## src/rtl/robot_pkg.sv

```systemverilog
// rtl/robot_pkg.sv - shared types and constants for the station destination tracker
//
// Purpose: tracker FSM state type, command opcodes and station ID width.
// Ports:   none (package).

package robot_pkg;

  typedef enum logic {
    IDLE   = 1'b0,
    TRAVEL = 1'b1
  } trk_state_t;

  localparam logic [1:0] OP_STOP = 2'b00;
  localparam logic [1:0] OP_GO   = 2'b01;

  localparam int STN_ID_W = 6;

endpackage

```

## src/rtl/watchdog_timer.sv

```systemverilog
// rtl/watchdog_timer.sv - travel watchdog with combinational terminal-count flag
//
// Purpose: counts enabled cycles since the last clear and flags the cycle in
//          which the count sits at TIMEOUT_CYCLES-1.
// Ports:   clk     - system clock
//          rst     - asynchronous active-high reset
//          clr     - synchronous clear to zero (wins over en)
//          en      - count enable
//          expired - high while count == TIMEOUT_CYCLES-1

module watchdog_timer #(
  parameter int TIMEOUT_CYCLES = 50_000_000
) (
  input  logic clk,
  input  logic rst,
  input  logic clr,
  input  logic en,
  output logic expired
);

  localparam int TMR_W = (TIMEOUT_CYCLES > 1) ? $clog2(TIMEOUT_CYCLES) : 1;
  localparam logic [TMR_W-1:0] TERM_CNT = TMR_W'(TIMEOUT_CYCLES - 1);

  logic [TMR_W-1:0] cnt_q, cnt_d;

  assign expired = (cnt_q == TERM_CNT);

  // Holding at terminal count keeps the counter from wrapping even if the
  // owner is slow to react to expired.
  always_comb begin
    cnt_d = cnt_q;
    if (clr) begin
      cnt_d = '0;
    end else if (en && !expired) begin
      cnt_d = cnt_q + TMR_W'(1);
    end
  end

  always_ff @(posedge clk or posedge rst) begin
    if (rst) begin
      cnt_q <= '0;
    end else begin
      cnt_q <= cnt_d;
    end
  end

endmodule

```

## src/rtl/station_dest_tracker.sv

```systemverilog
// rtl/station_dest_tracker.sv - destination tracker driving go/arrived/lost
//
// Purpose: accepts GO/STOP commands, latches the destination station, drives
//          the drive-enable while travelling and compares each consumed
//          barcode ID against the destination.
// Ports:   clk, rst          - clock, asynchronous active-high reset
//          cmd_rdy, cmd      - command byte level handshake ([7:6] op, [5:0] dest)
//          clr_cmd_rdy       - one-cycle pulse consuming cmd
//          ID_vld, ID        - barcode ID level handshake ([5:0] used)
//          clr_ID_vld        - one-cycle pulse consuming ID
//          go                - drive enable, high in TRAVEL
//          dest_id           - latched destination
//          arrived, lost     - one-cycle result pulses
//          stn_cnt           - non-matching stations passed since last GO

module station_dest_tracker
  import robot_pkg::*;
#(
  parameter int TIMEOUT_CYCLES = 50_000_000,
  parameter int CNT_W          = 4
) (
  input  logic                clk,
  input  logic                rst,
  input  logic                cmd_rdy,
  input  logic [7:0]          cmd,
  output logic                clr_cmd_rdy,
  input  logic                ID_vld,
  input  logic [7:0]          ID,
  output logic                clr_ID_vld,
  output logic                go,
  output logic [STN_ID_W-1:0] dest_id,
  output logic                arrived,
  output logic                lost,
  output logic [CNT_W-1:0]    stn_cnt
);

  trk_state_t          state_q, state_d;
  logic [STN_ID_W-1:0] dest_id_q, dest_id_d;
  logic [CNT_W-1:0]    stn_cnt_q, stn_cnt_d;
  logic                go_q, go_d;
  logic                arrived_q, arrived_d;
  logic                lost_q, lost_d;
  logic                clr_cmd_rdy_q, clr_cmd_rdy_d;
  logic                clr_ID_vld_q, clr_ID_vld_d;

  logic cmd_acc, id_acc, tmr_clr, tmr_en, tmr_expired;
  logic unused_id_hi;

  assign unused_id_hi = ^ID[7:6];

  // The clr pulse masks the still-high level for the one cycle upstream
  // needs to drop it. A command always wins the cycle; the ID stays pending.
  assign cmd_acc = cmd_rdy && !clr_cmd_rdy_q;
  assign id_acc  = ID_vld && !clr_ID_vld_q && !cmd_acc;

  // Timer runs only in TRAVEL and restarts on any consumed command or ID.
  assign tmr_en  = (state_q == TRAVEL);
  assign tmr_clr = (state_q != TRAVEL) || cmd_acc || id_acc;

  watchdog_timer #(
    .TIMEOUT_CYCLES(TIMEOUT_CYCLES)
  ) u_watchdog (
    .clk    (clk),
    .rst    (rst),
    .clr    (tmr_clr),
    .en     (tmr_en),
    .expired(tmr_expired)
  );

  always_comb begin
    state_d       = state_q;
    dest_id_d     = dest_id_q;
    stn_cnt_d     = stn_cnt_q;
    arrived_d     = 1'b0;
    lost_d        = 1'b0;
    clr_cmd_rdy_d = cmd_acc;
    clr_ID_vld_d  = id_acc;

    unique case (state_q)
      IDLE: begin
        if (cmd_acc && (cmd[7:6] == OP_GO)) begin
          state_d   = TRAVEL;
          dest_id_d = cmd[STN_ID_W-1:0];
          stn_cnt_d = '0;
        end
      end
      TRAVEL: begin
        if (cmd_acc) begin
          if (cmd[7:6] == OP_GO) begin
            dest_id_d = cmd[STN_ID_W-1:0];
            stn_cnt_d = '0;
          end else if (cmd[7:6] == OP_STOP) begin
            state_d = IDLE;
          end
        end else if (id_acc) begin
          if (ID[STN_ID_W-1:0] == dest_id_q) begin
            arrived_d = 1'b1;
            state_d   = IDLE;
          end else if (stn_cnt_q != {CNT_W{1'b1}}) begin
            stn_cnt_d = stn_cnt_q + CNT_W'(1);
          end
        end else if (tmr_expired) begin
          lost_d  = 1'b1;
          state_d = IDLE;
        end
      end
      default: state_d = IDLE;
    endcase

    go_d = (state_d == TRAVEL);
  end

  always_ff @(posedge clk or posedge rst) begin
    if (rst) begin
      state_q       <= IDLE;
      dest_id_q     <= '0;
      stn_cnt_q     <= '0;
      go_q          <= 1'b0;
      arrived_q     <= 1'b0;
      lost_q        <= 1'b0;
      clr_cmd_rdy_q <= 1'b0;
      clr_ID_vld_q  <= 1'b0;
    end else begin
      state_q       <= state_d;
      dest_id_q     <= dest_id_d;
      stn_cnt_q     <= stn_cnt_d;
      go_q          <= go_d;
      arrived_q     <= arrived_d;
      lost_q        <= lost_d;
      clr_cmd_rdy_q <= clr_cmd_rdy_d;
      clr_ID_vld_q  <= clr_ID_vld_d;
    end
  end

  assign go          = go_q;
  assign dest_id     = dest_id_q;
  assign stn_cnt     = stn_cnt_q;
  assign arrived     = arrived_q;
  assign lost        = lost_q;
  assign clr_cmd_rdy = clr_cmd_rdy_q;
  assign clr_ID_vld  = clr_ID_vld_q;

endmodule

```

## config.mk

```make
export PLATFORM = sky130hd
export DESIGN_NAME = station_dest_tracker
export DESIGN_NICKNAME = d
export VERILOG_FILES = /design/src/rtl/robot_pkg.sv /design/src/rtl/watchdog_timer.sv /design/src/rtl/station_dest_tracker.sv
export SDC_FILE = /design/constraint.sdc
export NUM_CORES = 1
export LEC_CHECK = 0
export BUFFER_PORTS_ARGS = -buffer_cell sky130_fd_sc_hd__buf_4
export CAP_MARGIN = 15
export CORE_ASPECT_RATIO = 0.7
export CORE_MARGIN = 2
export CORE_UTILIZATION = 56
export CTS_CLUSTER_SIZE = 14
export DETAILED_ROUTE_END_ITERATION = 7
export PLACE_DENSITY = 0.84
export SLEW_MARGIN = 20
export SYNTH_ARGS = -nofsm -noshare
export SYNTH_HDL_FRONTEND = slang
export SYNTH_HIERARCHICAL = 1
export SYNTH_SLANG_ARGS = --single-unit
```

## constraint.sdc

```tcl
create_clock -name clk -period 2.3 [get_ports clk]
set_input_delay 0.46 -clock clk [delete_from_list [all_inputs] [get_ports clk]]
set_output_delay 0.46 -clock clk [all_outputs]
set_load 0.05 [all_outputs]
```

# Yosys cells after proc, flatten, opt, wreduce, memory -nomap -nowiden
# Cells that the tools add are included.
[word_totals]
register_bits = 41
latch_bits = 0
ramBits = 0
mem_bits_ro = 0
inputBits = 20
out_inout_bits = 15
elab_cells = 66
memories = 0
[op_classes]
add_sub_neg = 2
n_mul = 0
n_div = 0
magnitude_cmp = 0
eq_ne = 11
shift = 0
mux = 29
n_bitwise = 1
reduce_logical = 15
[ops]
columns = ["cell", "count"]
rows = [
  ["$mux W26", 2],
  ["$add A26 B1 Y26 const B", 1],
  ["$eq A26 B26 Y1 const B", 1],
  ["$mux W4", 6],
  ["$mux W6", 3],
  ["$mux W1", 15],
  ["$pmux W6 S2", 1],
  ["$pmux W4 S2", 1],
  ["$eq A6 B6 Y1", 1],
  ["$ne A2 B1 Y1 const B", 3],
  ["$ne A3 B1 Y1 const B", 2],
  ["$logic_and A1 B1 Y1", 5],
  ["$reduce_and A5 Y1", 1],
  ["$add A4 B1 Y4 const B", 1],
  ["$logic_not A1 Y1", 4],
  ["$ne A4 B4 Y1 const B", 1],
  ["$ne A3 B2 Y1 const B", 1],
  ["$ne A3 B3 Y1 const B", 1],
  ["$reduce_and A3 Y1", 1],
  ["$eq A2 B1 Y1 const B", 1],
  ["$logic_not A2 Y1", 1],
  ["$logic_or A1 B1 Y1", 2],
  ["$pmux W1 S2", 1],
  ["$reduce_bool A2 Y1", 1],
  ["$not A1 Y1", 1],
]

# Depth between registers and ports, before layout
# Gate-level depths: netlist of run 1.
[depth]
depth_word = 7
ltp_mapped = 7
mapped_depth_nobuf = 7

# Hierarchy
# The synthesis of run 1 kept the hierarchy.
[modules_own_cells]
columns = ["module", "n_inst", "cells_per_inst", "area_per_inst_um2"]
rows = [
  ["watchdog_timer", 1, 145, 1410.1],
  ["station_dest_tracker", 1, 75, 719.4],
]

# Worst setup path before layout of run 1
# No wires, ideal clock.
[synth_path]
path_kind = "reg-to-reg"
startpoint = "register clr_ID_vld_q (netlist: clr_ID_vld)"
endpoint = "register u_watchdog.cnt_q[2]"
setup_time_ns = 0.065
t_arrival_ns = 1.899
required_time_ns = 2.235
setup_slack_ns = 0.336
stages_incl_launch_ff = 8
path_buffers = 1
synth_period_minus_slack_ns = 1.964
path_cell_list = "dfrtp_1 and2b_2 and2_0 or2_2 clkbuf_1 nand2b_1 a21oi_1 a31o_2"
[synth_via]
elab_chain_len = 5
word_cells_on_any_way = 6
classes_between = "mux (1); reduce/logical (5)"
[synth_lines]
columns = ["item", "line", "source"]
rows = [
  ["start, declared", "station_dest_tracker.sv:44", "logic clr_ID_vld_q, clr_ID_vld_d;"],
  ["start signal, assigned", "station_dest_tracker.sv:131", "clr_ID_vld_q <= clr_ID_vld_d;"],
  ["$logic_not A1 Y1 *", "station_dest_tracker.sv:54", "assign id_acc = ID_vld && !clr_ID_vld_q && !cmd_acc;"],
  ["$logic_and A1 B1 Y1 * (2 in series)", "station_dest_tracker.sv:54", ""],
  ["via clr_ID_vld_d", "station_dest_tracker.sv:44", ""],
  ["$logic_or A1 B1 Y1 *", "station_dest_tracker.sv:58", "assign tmr_clr = (state_q != TRAVEL) || cmd_acc || id_acc;"],
  ["via tmr_clr", "station_dest_tracker.sv:46", "logic cmd_acc, id_acc, tmr_clr, tmr_en, tmr_expired;"],
  ["$mux W26 or $reduce_bool A2 Y1 (tied branches)", "--", ""],
  ["end signal, assigned", "watchdog_timer.sv:43", "cnt_q <= cnt_d;"],
  ["end, declared", "watchdog_timer.sv:24", "logic [TMR_W-1:0] cnt_q, cnt_d;"],
]
# Mark *: on every way through the listed nets, which the timed path passes. The rest lies on a longest branch.
# A chain may end at the register's enable or synchronous reset.

# Worst setup path after layout of run 1
[layout_path]
startpoint = "register u_watchdog.cnt_q[0]"
endpoint = "register go_q (netlist: go)"
[layout_via]
elab_chain_len = 5
[layout_lines]
columns = ["item", "line", "source"]
rows = [
  ["$eq A26 B26 Y1", "watchdog_timer.sv:26", "assign expired = (cnt_q == TERM_CNT);"],
  ["via tmr_expired", "station_dest_tracker.sv:46", ""],
  ["$mux W1", "station_dest_tracker.sv:102", "end else if (tmr_expired) begin"],
  ["$mux W1", "station_dest_tracker.sv:95", "end else if (id_acc) begin"],
  ["$mux W1", "station_dest_tracker.sv:88", "if (cmd_acc) begin"],
  ["$pmux W1 S2", "station_dest_tracker.sv:79", "unique case (state_q)"],
  ["via go_d", "station_dest_tracker.sv:40", "logic go_q, go_d;"],
  ["end signal, assigned", "station_dest_tracker.sv:127", "go_q <= go_d;"],
  ["end, declared", "station_dest_tracker.sv:40", ""],
]
# The timed path passes the listed nets, and every way through them passes these cells.

==> summary.md, run 1 <==
| Metric | Value |
|---|---|
| Outcome | `complete, no violations` |
| Fillers | `265` |
| CP Max Fanout | `5` |
| First-pass DRT Iterations | `4` |
| Post-synth top flop | `dfrtp_1` |
| Grt total ovfl | `0` |
| # IOs | `35` |
| Clk_skew | `5.84 ps` |
| Initial antenna violation count | `0` |
| Clock sinks | `41` |
| Comb power frac | `29.7%` |
| Hold_ws | `224 ps` |
| Startpoint types | `register` |
| Multi-input logic area | `1050 µm²` |
| RSZ-0062 raised after global routing | `no` |
| Diode count | `0` |
| Int Pwr | `1210 µW` |
| Clock root buffer | `clkbuf_8` |
| Sequential Power Share | `45.4%` |
| Avg WL per Cell | `13.9 µm` |
| Row Count | `18` |
| Cts hold-fix bufs | `0` |
| Core Util, Final | `70.5%` |
| DR iter-0 viols | `120` |
| H-tree depth | `2` |
| # setup viols final | `0` |
| Ys Warns | `6` |
| Max VDD drop | `0.637 mV` |
| Cells after synthesis | `220` |
| Core area | `3580 µm²` |
| Final Net Count | `281` |
| Worst-skew pair later-pin latency | `290 ps` |
| Number of setup buffers added after CTS | `0` |
| Yosys cell types | `41` |
| Dpl cells | `302` |
| CTS max path bufs | `2` |
| Fin area | `2530 µm²` |
| WS Path Type | `reg2reg` |
| Clock Power Share | `24.9%` |
| DRC | `0` |
| Worst-Margin Slew | `566 ps` |
| I/O Buffers | `32` |
| Relative slew slack | `62.2%` |
| Commonest cells after routing, fill and taps aside | `dfrtp_1, buf_4, nand2_1` |
| DIE AREA | `4320 µm²` |
| WP data arrival | `2120 ps` |
| Post-route minimum period | `1930 ps` |
| Vias in the first global route | `1660` |
| Initial Util | `59.5%` |
| Area leader, netlist | `dfrtp_1` |
| Final GP Congestion | `0.827` |
| Largest net degree at the start of global routing | `27` |
| Top cells by area, synth | `dfrtp_1, xnor2_1, nand2_1` |
| Synth async-reset ratio | `100%` |
| Die height | `55.6 µm` |
| CP required | `2480 ps` |
| Num CTS Buffers | `5` |
| First-pass GRT wire length | `7.57 mm` |
| TritonCTS clock tree | `done` |
| Max-cap viol count | `0` |
| Placed cell areas | `2440 µm²` |
| Overall routing resource usage | `22.3%` |
| Post-route insts no fill | `309` |
| Register area | `1030 µm²` |
| Period utilization | `84.1%` |
| Layout cell share with drive strength beyond 1 | `20.5%` |
| Clk pin slew, worst setup/hold paths | `70 ps` |
| Pwr dens | `749 nW/µm²` |
| Synthesized area per cell | `9.68 µm²` |
| Die Wd | `77.7 µm` |
| Drt via density | `5.51` |
| Slew Viols, Final | `0` |
| Post-synthesis cell area | `2130 µm²` |
| Leakage power | `0.00115 µW` |
| Post-synth EDFFs | `0` |
| Area growth from synthesis to layout | `18.6%` |
| Register bit total from synthesis | `41` |
| Vias | `1703` |
| Most common cell after layout, fill and taps aside | `dfrtp_1` |
| Fin. Hold Viols | `0` |
| Antenna Nets Post-Route | `0` |
| CTS resizes | `0` |
| Final TNS setup | `0 ps` |
| FMAX | `517 MHz` |
| Mapped Nets | `242` |
| P_sw | `682 µW` |
| Seq/Total Area, Yosys | `48.2%` |
| Net Sw Frac | `36.1%` |
| Crit path capture type | `register` |
| Final WL | `4.31 mm` |
| Worst Hold Class | `in2async` |
| HPWL after DPL | `3.12 mm` |
| Post-synth top area share | `48.2%` |
## synthesized netlist by cell type, types with 2 or more instances
master / n
dfrtp_1: 41
nand2_1: 29
nor2_1: 23
xnor2_1: 14
nand3_1: 11
a21oi_1: 10
inv_1: 9
xor2_1: 9
o21ai_0: 8
nand4_1: 7
nor3_1: 7
or3_1: 6
and3_1: 5
a21o_1: 3
clkbuf_1: 3
nor3b_1: 3
a211oi_1: 2
a31o_2: 2
and4_1: 2
ha_1: 2
nand2b_1: 2
nor4_2: 2
nor4_4: 2
## per-stage QoR
| stage | worst slack (ps) | total power (µW) |
|---|---|---|
| finish | 366 | 1890 |
| global route | 234 | 1990 |
| CTS | 383 | 1910 |
| detailed placement | 371 | 1430 |
| global placement | 393 | 1420 |
| floorplan | 336 | 1240 |
## power by group through the flow
| stage | Sequential (µW) | Clock, µW | Combinational [µW] |
|---|---|---|---|
| final | 859 | 471 | 562 |
| after global routing | 868 | 520 | 603 |
| after global placement | 867 | 0 | 556 |
| after detailed placement | 870 | 0 | 565 |
| after CTS | 857 | 487 | 566 |
| after floorplan | 1040 | 0 | 199 |
## final timing paths
check,cells after the start,start,to,slack (ps)
setup / recovery,7,u_watchdog/cnt_q[0],go,370
hold / removal,3,rst,u_watchdog/cnt_q[14],220
setup reg to reg,7,u_watchdog/cnt_q[0],go,370
hold reg to reg,2,dest_id[2],dest_id[2],530
max in group asynchronous,2,rst,clr_ID_vld,1700
min in group clk,3,cmd[0],dest_id[0],350
## state kept, by name, indices dropped and copies added (netlist names)
name and flops:
u_watchdog/cnt_q 26, dest_id 6, clr_ID_vld 1, clr_cmd_rdy 1, arrived 1, go 1
lost 1, stn_cnt 4
## kinds of logic after synthesis
logic type,Yosys count,share of synthesized area (%)
adder cells (fa/ha/maj),2,1.17
AO/OA/AOI/OAI,30,8.81
AND/OR/NAND/NOR,110,29.3
XOR/XNOR,23,9.46
buffers and inverters,13,2.64
flip-flops,41,48.2
multiplexers,1,0.470
## routing by layer
layer	wire, µm	global-route usage, %
met1	2250	34.0
met2	1810	30.8
met3	189	5.03
met4	61	8.42
met5	0	0
## critical path, cell delays in order (launching register included)
cell and delay (ps):
dfrtp_1 390, ha_1 240, nor4bb_1 320, and3_1 290, and2_1 220, o311ai_0 160, a21oi_1 140, nor2_1 60
## area by class of cell
| class | instances | area share [%] |
|---|---|---|
| multi-input combinational | 166 | 41.5 |
| sequential | 41 | 40.6 |
| timing repair buffer | 36 | 10.7 |
| clock buffer | 7 | 3.42 |
| tap | 50 | 2.48 |
| inverter | 9 | 1.34 |
(Power assumes the default switching activity.)
==> run 2: changes to the inputs <==
--- a/config.mk
+++ b/config.mk
@@ -9,10 +9,10 @@
 export CAP_MARGIN = 15
 export CORE_ASPECT_RATIO = 0.7
 export CORE_MARGIN = 2
-export CORE_UTILIZATION = 56
+export CORE_UTILIZATION = 50
 export CTS_CLUSTER_SIZE = 14
 export DETAILED_ROUTE_END_ITERATION = 7
-export PLACE_DENSITY = 0.84
+export PLACE_DENSITY = 0.8
 export SLEW_MARGIN = 20
 export SYNTH_ARGS = -nofsm -noshare
 export SYNTH_HDL_FRONTEND = slang
==> constraint.sdc (replaced) <==
create_clock -name clk -period 1.7 [get_ports clk]
set_input_delay 0.34 -clock clk [delete_from_list [all_inputs] [get_ports clk]]
set_output_delay 0.34 -clock clk [all_outputs]
set_load 0.05 [all_outputs]
==> summary.md, run 2 (synthesis results as in run 1) <==
| Metric | Value |
|---|---|
| First-pass DRT Iterations | `4 (unchanged)` |
| Drt via density | `5.48 (was 5.51)` |
| RR Startpoint | `u_watchdog/cnt_q[12] (was u_watchdog/cnt_q[0])` |
| Initial Util | `53.3% (was 59.5%)` |
| Initial antenna violation count | `0 (unchanged)` |
| Post-route minimum period | `1750 ps (was 1930 ps)` |
| Vias in the first global route | `1682 (was 1660)` |
| Slew Viols, Final | `0 (unchanged)` |
| Commonest cells after routing, fill and taps aside | `buf_4, dfrtp_1, nand2_1 (was dfrtp_1, buf_4, nand2_1)` |
| Clk_skew | `9.78 ps (was 5.84 ps)` |
| # IOs | `35 (unchanged)` |
| DIE AREA | `4810 µm² (was 4320 µm²)` |
| Fin worst setup slack | `-50.9 ps (was 366 ps)` |
| Reg with most FFs | `u_watchdog/cnt_q (unchanged)` |
| Vias | `1842 (was 1703)` |
| FF-to-FF setup slack | `-50 ps (was 370 ps)` |
| Violated checks | `negative setup slack` |
| Startpoint types | `register (unchanged)` |
| Fillers | `286 (was 265)` |
| Antenna Nets Post-Route | `0 (unchanged)` |
| Met1 WL | `2.46 mm (was 2.25 mm)` |
| Max-cap viol count | `0 (unchanged)` |
| Register area | `1030 µm² (about the same)` |
| Clock root buffer | `clkbuf_8 (unchanged)` |
| HPWL after DPL | `3.47 mm (was 3.12 mm)` |
| Layout cell share with drive strength beyond 1 | `38.4% (was 20.5%)` |
| I/O Buffers | `32 (unchanged)` |
| Hold_ws | `104 ps (was 224 ps)` |
| Crit path capture type | `register (unchanged)` |
| Routed wl met2 | `2.32 mm (was 1.81 mm)` |
| Die height | `58.6 µm (was 55.6 µm)` |
| Clock sinks | `41 (unchanged)` |
| CTS max path bufs | `2 (unchanged)` |
| Worst-skew pair later-pin latency | `300 ps (was 290 ps)` |
| RSZ-0062 raised after global routing | `yes (was no)` |
| Core area | `3990 µm² (was 3580 µm²)` |
| R2r endpoint | `u_watchdog/cnt_q[7] (was go)` |
| Grt total ovfl | `0 (unchanged)` |
| Highest Signal Layer | `met4 (unchanged)` |
| Most common cell after layout, fill and taps aside | `buf_4 (was dfrtp_1)` |
| # setup viols final | `2 (was 0)` |
| Relative slew slack | `61.9% (was 62.2%)` |
| Max VDD drop | `0.879 mV (was 0.637 mV)` |
| WP data arrival | `1960 ps (was 2120 ps)` |
| Final GP Congestion | `0.824 (was 0.827)` |
| Largest net degree at the start of global routing | `27 (unchanged)` |
| Cells on worst reg2reg path | `6 (was 7)` |
| Diode count | `0 (unchanged)` |
| Num CTS Buffers | `5 (unchanged)` |
| CP Max Fanout | `5 (unchanged)` |
| Tot Pwr | `2650 µW (was 1890 µW)` |
| Row Count | `19 (was 18)` |
| Leakage power | `0.00132 µW (was 0.00115 µW)` |
| DR iter-0 viols | `167 (was 120)` |
| Final WL | `5.06 mm (was 4.31 mm)` |
| Worst Hold Class | `in2async (unchanged)` |
| H-tree depth | `2 (unchanged)` |
| Period utilization | `103% (was 84.1%)` |
| Pwr dens | `920 nW/µm² (was 749 nW/µm²)` |
| FMAX | `571 MHz (was 517 MHz)` |
| DRC | `0 (unchanged)` |
| Outcome | `finished with violations (was complete, no violations)` |
| Post-Place Worst Slack | `-29.6 ps (was 371 ps)` |
| TritonCTS clock tree | `done (unchanged)` |
| Number of flip-flops in the largest register | `26 (unchanged)` |
| Multi-input logic area | `1200 µm² (was 1050 µm²)` |
| Met3 WL | `237 µm (was 189 µm)` |
| Clk pin slew, worst setup/hold paths | `80 ps (was 70 ps)` |
| Die Wd | `82 µm (was 77.7 µm)` |
| Area growth from synthesis to layout | `35.1% (was 18.6%)` |
| Final Net Count | `305 (was 281)` |
| WS Path Type | `reg2reg (unchanged)` |
| Fin. Hold Viols | `0 (unchanged)` |
| Overall routing resource usage | `22.7% (was 22.3%)` |
| Avg WL per Cell | `15.0 µm (was 13.9 µm)` |
| First-pass GRT wire length | `8.13 mm (was 7.57 mm)` |
| CP required | `1910 ps (was 2480 ps)` |
| Worst-Margin Slew | `570 ps (was 566 ps)` |
[run 2: worst max-delay path, stage by stage, from the launching register on]
cell     delay, ps
dfrtp_1        400
nand4_1        220
nor4_4         430
buf_4          200
a21oi_2         90
a21o_1         190
a21oi_1        140
[run 2: cell type report]
cell class                      instances  share of cell area, %
Clock buffer                            7                   2.65
Clock inverter                          1                  0.174
Timing Repair Buffer                   60                   16.1
Multi-Input combinational cell        166                   41.7
Sequential cell                        41                   35.9
Inverter                                9                   1.17
Tap cell                               52                   2.26
[run 2: worst max-delay path by stage]
stage	slack [ps]	startpoint	to	cells past startpoint
2_1_floorplan	-50	go	u_watchdog/cnt_q[25]	6
3_3_place_gp	-0.6	u_watchdog/cnt_q[0]	go	7
3_5_place_dp	-30	u_watchdog/cnt_q[6]	u_watchdog/cnt_q[25]	5
4_1_cts	-4	u_watchdog/cnt_q[1]	u_watchdog/cnt_q[6]	6
5_1_grt	-90	u_watchdog/cnt_q[1]	u_watchdog/cnt_q[6]	6
6_report	-50	u_watchdog/cnt_q[12]	u_watchdog/cnt_q[7]	6
[run 2: timing repair]
item | CTS | global route
setup endpoints to repair | 11 | 24
setup buffers | 0 | 4
pin swaps | 0 | 10
hold buffers | 0 | 0
gates resized for setup | 4 | 27
[run 2: through the flow]
| stage | instance area [µm²] | TNS (ps) | util (%) | cells |
|---|---|---|---|---|
| 2_1_floorplan | 2160 | -110 | - | 220 |
| 3_3_place_gp | 2620 | -0.580 | 65.6 | 324 |
| 3_5_place_dp | 2620 | -56.1 | 65.6 | 324 |
| 4_1_cts | 2720 | -3.88 | 68.1 | 332 |
| 5_1_grt | 2880 | -527 | 72.1 | 336 |
| 6_report | 2880 | -83.9 | 72.1 | 336 |
[run 2: where the power goes]
group | internal [µW] | switching (µW)
Combinational | 319 | 566
Clock | 288 | 328
Sequential | 1060 | 82.8
[run 2: per-layer routing]
| layer | track usage, % | vias to the layer above |
|---|---|---|
| li1 | - | 896 |
| met3 | 4.14 | 5 |
| met5 | 0 | - |
| met1 | 35.2 | 898 |
| met4 | 6.43 | 0 |
| met2 | 32.6 | 43 |
